<file path="src/rtl/rtc_bus_ctrl_pkg.sv">
// Shared definitions for the parallel RTC bus sequencer.
//  - state_t      : sequencer states, in bus-cycle order
//  - bus_ctl_t    : registered bus control bundle (strobes, enables, status)
//  - CtlIdle      : control bundle value while idle / in reset
//  - TPhaseDefault: default clock cycles per bus phase
//  - Reg*         : RTC register addresses
//  - next_state_of: successor of a timed state in the fixed bus-cycle sequence
package rtc_bus_ctrl_pkg;

  localparam int unsigned TPhaseDefault = 2;

  // RTC register map (time-keeping registers)
  localparam logic [7:0] RegSeconds = 8'h20;
  localparam logic [7:0] RegMinutes = 8'h21;
  localparam logic [7:0] RegHours   = 8'h22;

  typedef enum logic [3:0] {
    StIdle,
    StAdrSet,
    StAdrStb,
    StAdrHld,
    StGap,
    StDatSet,
    StDatStb,
    StDatHld,
    StDone
  } state_t;

  typedef struct packed {
    logic cs_n;
    logic rd_n;
    logic wr_n;
    logic ad;
    logic en_ss;
    logic busy;
    logic done;
  } bus_ctl_t;

  localparam bus_ctl_t CtlIdle = '{
    cs_n:  1'b1,
    rd_n:  1'b1,
    wr_n:  1'b1,
    ad:    1'b0,
    en_ss: 1'b0,
    busy:  1'b0,
    done:  1'b0
  };

  function automatic state_t next_state_of(state_t s);
    state_t n;
    unique case (s)
      StAdrSet: n = StAdrStb;
      StAdrStb: n = StAdrHld;
      StAdrHld: n = StGap;
      StGap:    n = StDatSet;
      StDatSet: n = StDatStb;
      StDatStb: n = StDatHld;
      StDatHld: n = StDone;
      default:  n = StIdle;
    endcase
    return n;
  endfunction

endpackage

</file>
<file path="src/rtl/rtc_bus_ctrl_phase_timer.sv">
// Phase timer for the RTC bus sequencer.
// Counts 0 .. term while run is high and pulses phase_end on the last cycle of a phase,
// wrapping to 0 on that same edge. The sequencer advances exactly on phase_end, so the
// wrap doubles as the restart for the next state. Held at 0 while run is low.
// Ports:
//  clk       in  system clock
//  reset     in  asynchronous active-low reset
//  run       in  1 while the sequencer sits in a timed state
//  term      in  terminal count of the current phase (phase length - 1)
//  phase_end out 1 on the final cycle of the current phase
module rtc_bus_ctrl_phase_timer #(
  parameter int unsigned CntW = 2
) (
  input  logic            clk,
  input  logic            reset,
  input  logic            run,
  input  logic [CntW-1:0] term,
  output logic            phase_end
);

  localparam logic [CntW-1:0] One = CntW'(1);

  logic [CntW-1:0] cnt_q, cnt_d;

  assign phase_end = run && (cnt_q == term);

  always_comb begin
    cnt_d = cnt_q;
    if (!run || phase_end) begin
      cnt_d = '0;
    end else begin
      cnt_d = cnt_q + One;
    end
  end

  always_ff @(posedge clk or negedge reset) begin
    if (!reset) begin
      cnt_q <= '0;
    end else begin
      cnt_q <= cnt_d;
    end
  end

endmodule

</file>
<file path="src/rtl/rtc_bus_ctrl.sv">
// Transaction sequencer for the multiplexed 8-bit address/data bus of the parallel RTC.
// One accepted start (read or write) is turned into address phase, bus turnaround and
// data phase. Feeds the external tri-state driver with en_ss/out_data and captures read
// data from the bus. All outputs are registered and reflect the current state.
// Optional feature (macro RTC_RD_SYNC_EN): rtc_bus_in is registered once before capture
// and the read strobe is stretched by one cycle so the registered value is captured.
// Ports:
//  clk        in   system clock, rising edge
//  reset      in   asynchronous active-low reset
//  start      in   request pulse, sampled only when idle
//  rw         in   1 = read, 0 = write (latched with start)
//  addr       in   RTC register address (latched with start)
//  wdata      in   write data (latched with start)
//  rtc_bus_in in   value currently on the RTC bus
//  out_data   out  data for the tri-state driver (address, then write data)
//  en_ss      out  tri-state driver enable
//  cs_n       out  chip select, active low
//  rd_n       out  read strobe, active low
//  wr_n       out  write strobe, active low (also latches the address)
//  ad         out  0 = address phase, 1 = data phase
//  busy       out  transaction in flight (ADR_SET .. DAT_HLD)
//  done       out  one-cycle completion pulse
//  rdata      out  last captured read data
module rtc_bus_ctrl
  import rtc_bus_ctrl_pkg::*;
#(
  parameter int unsigned T_PHASE = TPhaseDefault
) (
  input  logic       clk,
  input  logic       reset,
  input  logic       start,
  input  logic       rw,
  input  logic [7:0] addr,
  input  logic [7:0] wdata,
  input  logic [7:0] rtc_bus_in,
  output logic [7:0] out_data,
  output logic       en_ss,
  output logic       cs_n,
  output logic       rd_n,
  output logic       wr_n,
  output logic       ad,
  output logic       busy,
  output logic       done,
  output logic [7:0] rdata
);

  // Wide enough to hold T_PHASE itself (stretched read strobe).
  localparam int unsigned     CntW    = $clog2(T_PHASE + 2);
  localparam logic [CntW-1:0] TermStd = CntW'(T_PHASE - 1);

  state_t          state_q, state_d;
  logic            rw_q, rw_d;
  logic [7:0]      addr_q, addr_d;
  logic [7:0]      wdata_q, wdata_d;
  bus_ctl_t        ctl_q, ctl_d;
  logic [7:0]      out_data_q, out_data_d;
  logic [7:0]      rdata_q, rdata_d;
  logic            run;
  logic            phase_end;
  logic            capture;
  logic [CntW-1:0] term;
  logic [7:0]      cap_src;

`ifdef RTC_RD_SYNC_EN
  localparam logic [CntW-1:0] TermExt = CntW'(T_PHASE);

  logic [7:0] bus_sync_q;

  always_ff @(posedge clk or negedge reset) begin
    if (!reset) begin
      bus_sync_q <= '0;
    end else begin
      bus_sync_q <= rtc_bus_in;
    end
  end

  // Read strobe gets one extra cycle so bus_sync_q holds a value sampled under rd_n = 0.
  assign term    = (state_q == StDatStb && rw_q) ? TermExt : TermStd;
  assign cap_src = bus_sync_q;
`else
  assign term    = TermStd;
  assign cap_src = rtc_bus_in;
`endif

  assign run = (state_q != StIdle) && (state_q != StDone);

  rtc_bus_ctrl_phase_timer #(
    .CntW(CntW)
  ) u_timer (
    .clk       (clk),
    .reset     (reset),
    .run       (run),
    .term      (term),
    .phase_end (phase_end)
  );

  always_comb begin : next_state
    state_d = state_q;
    rw_d    = rw_q;
    addr_d  = addr_q;
    wdata_d = wdata_q;
    unique case (state_q)
      StIdle: begin
        if (start) begin
          state_d = StAdrSet;
          rw_d    = rw;
          addr_d  = addr;
          wdata_d = wdata;
        end
      end
      StDone: state_d = StIdle;
      default: begin
        if (phase_end) begin
          state_d = next_state_of(state_q);
        end
      end
    endcase
  end

  // Capture on the last cycle of the read strobe, while rd_n is still low.
  assign capture = (state_q == StDatStb) && rw_q && phase_end;
  assign rdata_d = capture ? cap_src : rdata_q;

  // Outputs are decoded from the next state so the registered outputs line up with it.
  always_comb begin : out_decode
    ctl_d      = CtlIdle;
    out_data_d = out_data_q;
    unique case (state_d)
      StAdrSet, StAdrStb, StAdrHld: begin
        ctl_d.cs_n  = 1'b0;
        ctl_d.en_ss = 1'b1;
        ctl_d.busy  = 1'b1;
        ctl_d.wr_n  = (state_d != StAdrStb);
        out_data_d  = addr_d;
      end
      StGap: begin
        // Turnaround: nobody drives, chip deselected.
        ctl_d.ad   = 1'b1;
        ctl_d.busy = 1'b1;
      end
      StDatSet, StDatStb, StDatHld: begin
        ctl_d.cs_n  = 1'b0;
        ctl_d.ad    = 1'b1;
        ctl_d.busy  = 1'b1;
        ctl_d.en_ss = !rw_d;
        if (state_d == StDatStb) begin
          ctl_d.wr_n = rw_d;
          ctl_d.rd_n = !rw_d;
        end
        if (!rw_d) begin
          out_data_d = wdata_d;
        end
      end
      StDone: begin
        ctl_d.ad   = 1'b1;
        ctl_d.done = 1'b1;
      end
      default: ;
    endcase
  end

  always_ff @(posedge clk or negedge reset) begin
    if (!reset) begin
      state_q    <= StIdle;
      rw_q       <= 1'b0;
      addr_q     <= '0;
      wdata_q    <= '0;
      ctl_q      <= CtlIdle;
      out_data_q <= '0;
      rdata_q    <= '0;
    end else begin
      state_q    <= state_d;
      rw_q       <= rw_d;
      addr_q     <= addr_d;
      wdata_q    <= wdata_d;
      ctl_q      <= ctl_d;
      out_data_q <= out_data_d;
      rdata_q    <= rdata_d;
    end
  end

  assign out_data = out_data_q;
  assign en_ss    = ctl_q.en_ss;
  assign cs_n     = ctl_q.cs_n;
  assign rd_n     = ctl_q.rd_n;
  assign wr_n     = ctl_q.wr_n;
  assign ad       = ctl_q.ad;
  assign busy     = ctl_q.busy;
  assign done     = ctl_q.done;
  assign rdata    = rdata_q;

endmodule

</file>
<file path="config.mk">
export PLATFORM = sky130hd
export DESIGN_NAME = rtc_bus_ctrl
export DESIGN_NICKNAME = d
export VERILOG_FILES = /design/src/rtl/rtc_bus_ctrl_pkg.sv /design/src/rtl/rtc_bus_ctrl_phase_timer.sv /design/src/rtl/rtc_bus_ctrl.sv
export SDC_FILE = /design/constraint.sdc
export NUM_CORES = 1
export LEC_CHECK = 0
export CAP_MARGIN = 20
export CORE_ASPECT_RATIO = 1.25
export CORE_MARGIN = 2
export CORE_UTILIZATION = 49
export CTS_CLUSTER_DIAMETER = 200
export DETAILED_ROUTE_END_ITERATION = 8
export PLACE_DENSITY = 0.75
export SYNTH_ARGS = -nofsm -noshare
export SYNTH_HDL_FRONTEND = slang
export SYNTH_SLANG_ARGS = --single-unit
</file>
<file path="constraint.sdc">
create_clock -name clk -period 2.05 [get_ports clk]
set_input_delay 0.205 -clock clk [delete_from_list [all_inputs] [get_ports clk]]
set_output_delay 0.205 -clock clk [all_outputs]
set_load 0.01 [all_outputs]
</file>
==> results.yml <==
outcome:
  status: "finished, final reports clean"
global_routing:
  overflow: 0
  grt_pass1_wl_um: 7850
  grt_pass1_vias: 1685
  antenna_found_initial: 0
  grt_use_total_pct: 20.4
  grt_max_degree: 25
placement:
  place.gp.congestion: 0.873
  io_buffers: 50
  dp_hpwl_um: 3440
  place_area_um2: 2690
yosys:
  synth_compound_area_share_pct: 17.5
  muxShareOfSynthArea_pct: 9.03
  avgSynthCellArea_um2: 12.0
  synth_xor_xnor_area_share_pct: 0
  synth-edff-count: 0
  synth_top_family_by_area: "compound AO/OA/AOI/OAI gates"
  syn-instance-count: 175
  syn-num-nets: 204
  synth_cell_types: 38
  ys_ff_latch: 46
  async_reset_ff_share_pct: 100
  ys.flop_type: "dfrtp_1"
  synth-simple-area-share_pct: 13.3
  synthAdderAreaFrac_pct: 0.594
  yosys_warnings: 0
  ys_seq_area_share_pct: 54.8
  synth_area_um2: 2110
detailed_routing:
  ant_nets: 0
  vias: 1628
  wl_per_cell_um: 15.8
  finalWirelength_um: 4510
  via_per_inst: 5.69
  initialDrtViolationCount: 47
  dr.pass1.iters: 4
  drc: 0
floorplanning:
  die_area_um2: 4840
  pin_count: 51
  core_area_um2: 4100
  dieHeight_um: 77.3
  start_util_pct: 51.4
  dieWidth_um: 62.6
  rows: 26
worst_setup_path:
  r2r_cells: 6
  r2r-start: "u_timer.cnt_q[0]"
  crit_path_frequent_cell: "nand3_1"
  path_depth: 6
  required_ns: 2.21
  critPathTopFamily: "compound AO/OA/AOI/OAI gates"
  crit_arrival_ns: 2.11
  critPathLaunchType: "flop"
  reg2reg_slack_ns: 0.10
  cp-end-kind: "flop"
  crit_path_max_incr_delay_ns: 0.40
  worst-setup-path-type: "flop to flop"
  slowest_stage: "o311ai_0"
  path_buf_inv: 1
  crit_chain: "ha_1, nand3_1, nand3_1, buf_4, o311ai_0, o31ai_1"
  crit_fanout: 11
  reg2reg_to: "out_data[4]"
power:
  ir_drop_v: 0.000666
  p_comb_share_pct: 48.8
  clkPwrFrac_pct: 13.3
  p_leak_nw: 1.25
  p_sw_share_pct: 35.8
  power_frac_seq_pct: 37.8
  p_switching_mw: 1.51
  power_density_nw_per_um2: 1510
  p_int_mw: 2.71
  p_total_mw: 4.22
timing:
  hold_violations: 0
  tightest_slew_ns: 0.446
  final_min_period_over_clock_period_pct: 94.9
  layout_min_cycle_time_ns: 1.95
  slew-limit-headroom_pct: 69.9
  fmax_ghz: 0.514
  finalSetupViolations: 0
  rsz0062_at_grt: "false"
  fin_tns_setup_ns: 0
  finClkSkew_ns: 0.00665
  drv_slew: 0
clocking:
  root_buffer: "clkbuf_8"
  cts_max_level: 2
  cts_made_buffers: 5
  clock_latency_ns: 0.29
  clk_pin_slew_ns: 0.08
  post_cts.repair.setup_buffers: 0
  cts_tree: "built"
  cts.sinks: 46
  cts.path.max_buffers: 2
layout:
  postLayoutCoreUtil_pct: 68.1
  post-route-cell-area_um2: 2790
  layout-drive-gt1-share_pct: 18.3
  fin_nets: 258
  fill_cells: 344
  n_antenna_cell: 0
  syn2layout_area_growth_pct: 32.5
min_path:
  min_path_type: "primary input to asynchronous set/reset pin"
flow_run:
  max-cap-violations: 0
==> layout by cell type (no fill, tap or decap), types with 2 or more instances in the layout <==
cell type	n
clkdlybuf4s50_1	49
dfrtp_1	43
mux2_2	16
and3_1	11
o31ai_1	10
buf_4	10
a21o_1	9
nor4b_1	8
a211oi_1	8
o311ai_0	7
nor2_1	6
clkbuf_8	6
nand2_1	5
inv_1	5
nor3_1	3
dfstp_2	3
nand3_1	2
o21ai_0	2
o2bb2ai_1	2
o31a_1	2
o311ai_1	2
==> sequential cells by signal, summed over array words and instances (netlist names), 2 cells and up <==
register and count:
addr_q 8, out_data 8, wdata_q 8, u_timer.cnt_q 2, state_q 4, rdata 8
==> kinds of logic (layout without fill, tap and decap cells) <==
kind of cell               after synthesis  after routing
AOI/OAI and AO/OA                       46             46
adders and majority gates                1              1
buffers and inverters                   20             75
DFF                                     46             46
muxes                                   17             17
and+or+nand+nor                         45             45
==> worst max path at each step <==
stage,start,end,slack (ns)
2_1_floorplan,u_timer.cnt_q[0],out_data[7],0.18
3_3_place_gp,u_timer.cnt_q[0],out_data[2],0.20
3_5_place_dp,u_timer.cnt_q[0],out_data[5],0.11
4_1_cts,u_timer.cnt_q[0],out_data[5],0.1
5_1_grt,state_q[2],out_data[0],0.01
6_report,u_timer.cnt_q[0],out_data[4],0.10
==> worst reg2reg max path: stages (launching register included) <==
cell and delay, ns:
dfrtp_1 0.38, ha_1 0.31, nand3_1 0.25, nand3_1 0.15
buf_4 0.19, o311ai_0 0.40, o31ai_1 0.14
==> synthesized netlist by cell type (2+ instances only) <==
cell / count / share of area [%]
a211oi_1: 8 / 2.9
a21o_1: 9 / 3.2
and3_1: 11 / 3.3
buf_2: 5 / 1.2
buf_6: 2 / 1.1
clkbuf_1: 7 / 1.2
dfrtp_1: 43 / 51
dfstp_2: 3 / 3.7
inv_1: 5 / 0.89
mux2_2: 16 / 8.6
nand2_1: 5 / 0.89
nand3_1: 2 / 0.48
nor2_1: 6 / 1.1
nor3_1: 3 / 0.71
nor4b_1: 8 / 3.3
o21ai_0: 2 / 0.48
o2bb2ai_1: 2 / 0.83
o311ai_0: 8 / 3.3
o31a_1: 2 / 0.83
o31ai_1: 10 / 3.6
==> metal layers <==
layer / share of wire, % / vias up / track usage, %
met2: 50 / 69 / 34.3
met5: 0 / - / 0
met4: 1.7 / 0 / 9.56
met3: 6.7 / 8 / 3.67
li1: - / 766 / -
met1: 41 / 785 / 25.4
==> stage by stage <==
step / hold WS [ns] / cells / worst slack [ns]
global placement: 0.0429 / 277 / 0.201
CTS: 0.269 / 286 / 0.0973
floorplan: -0.0906 / 175 / 0.181
finish: 0.267 / 286 / 0.105
detailed placement: 0.0478 / 277 / 0.111
global route: 0.276 / 286 / 0.0140
==> timing repair <==
item / CTS / global route
endpoints found under the setup margin: 0 / 1
hold endpoints to repair: 22 / 0
hold buffers: 1 / 0
resized for setup: 0 / 1
==> layout make-up <==
type | instances | area, um2 | share of cell area [%]
Inverter | 5 | 18.8 | 0.673
Sequential cell | 46 | 1150 | 41.4
Clock buffer | 6 | 82.6 | 2.96
Clock inverter | 2 | 12.5 | 0.448
Timing Repair Buffer | 62 | 601 | 21.5
Tap cell | 56 | 70.1 | 2.51
Multi-Input combinational cell | 109 | 851 | 30.5
==> power groups by stage <==
| stage | sequential (mW) | combinational (mW) | clock, mW |
|---|---|---|---|
| finish | 1.60 | 2.06 | 0.562 |
| global route | 1.66 | 2.22 | 0.617 |
| CTS | 1.59 | 2.07 | 0.580 |
| detailed placement | 1.61 | 2.06 | 0 |
| global placement | 1.59 | 1.98 | 0 |
| floorplan | 1.66 | 1.19 | 0 |
(Power assumes the default switching activity.)
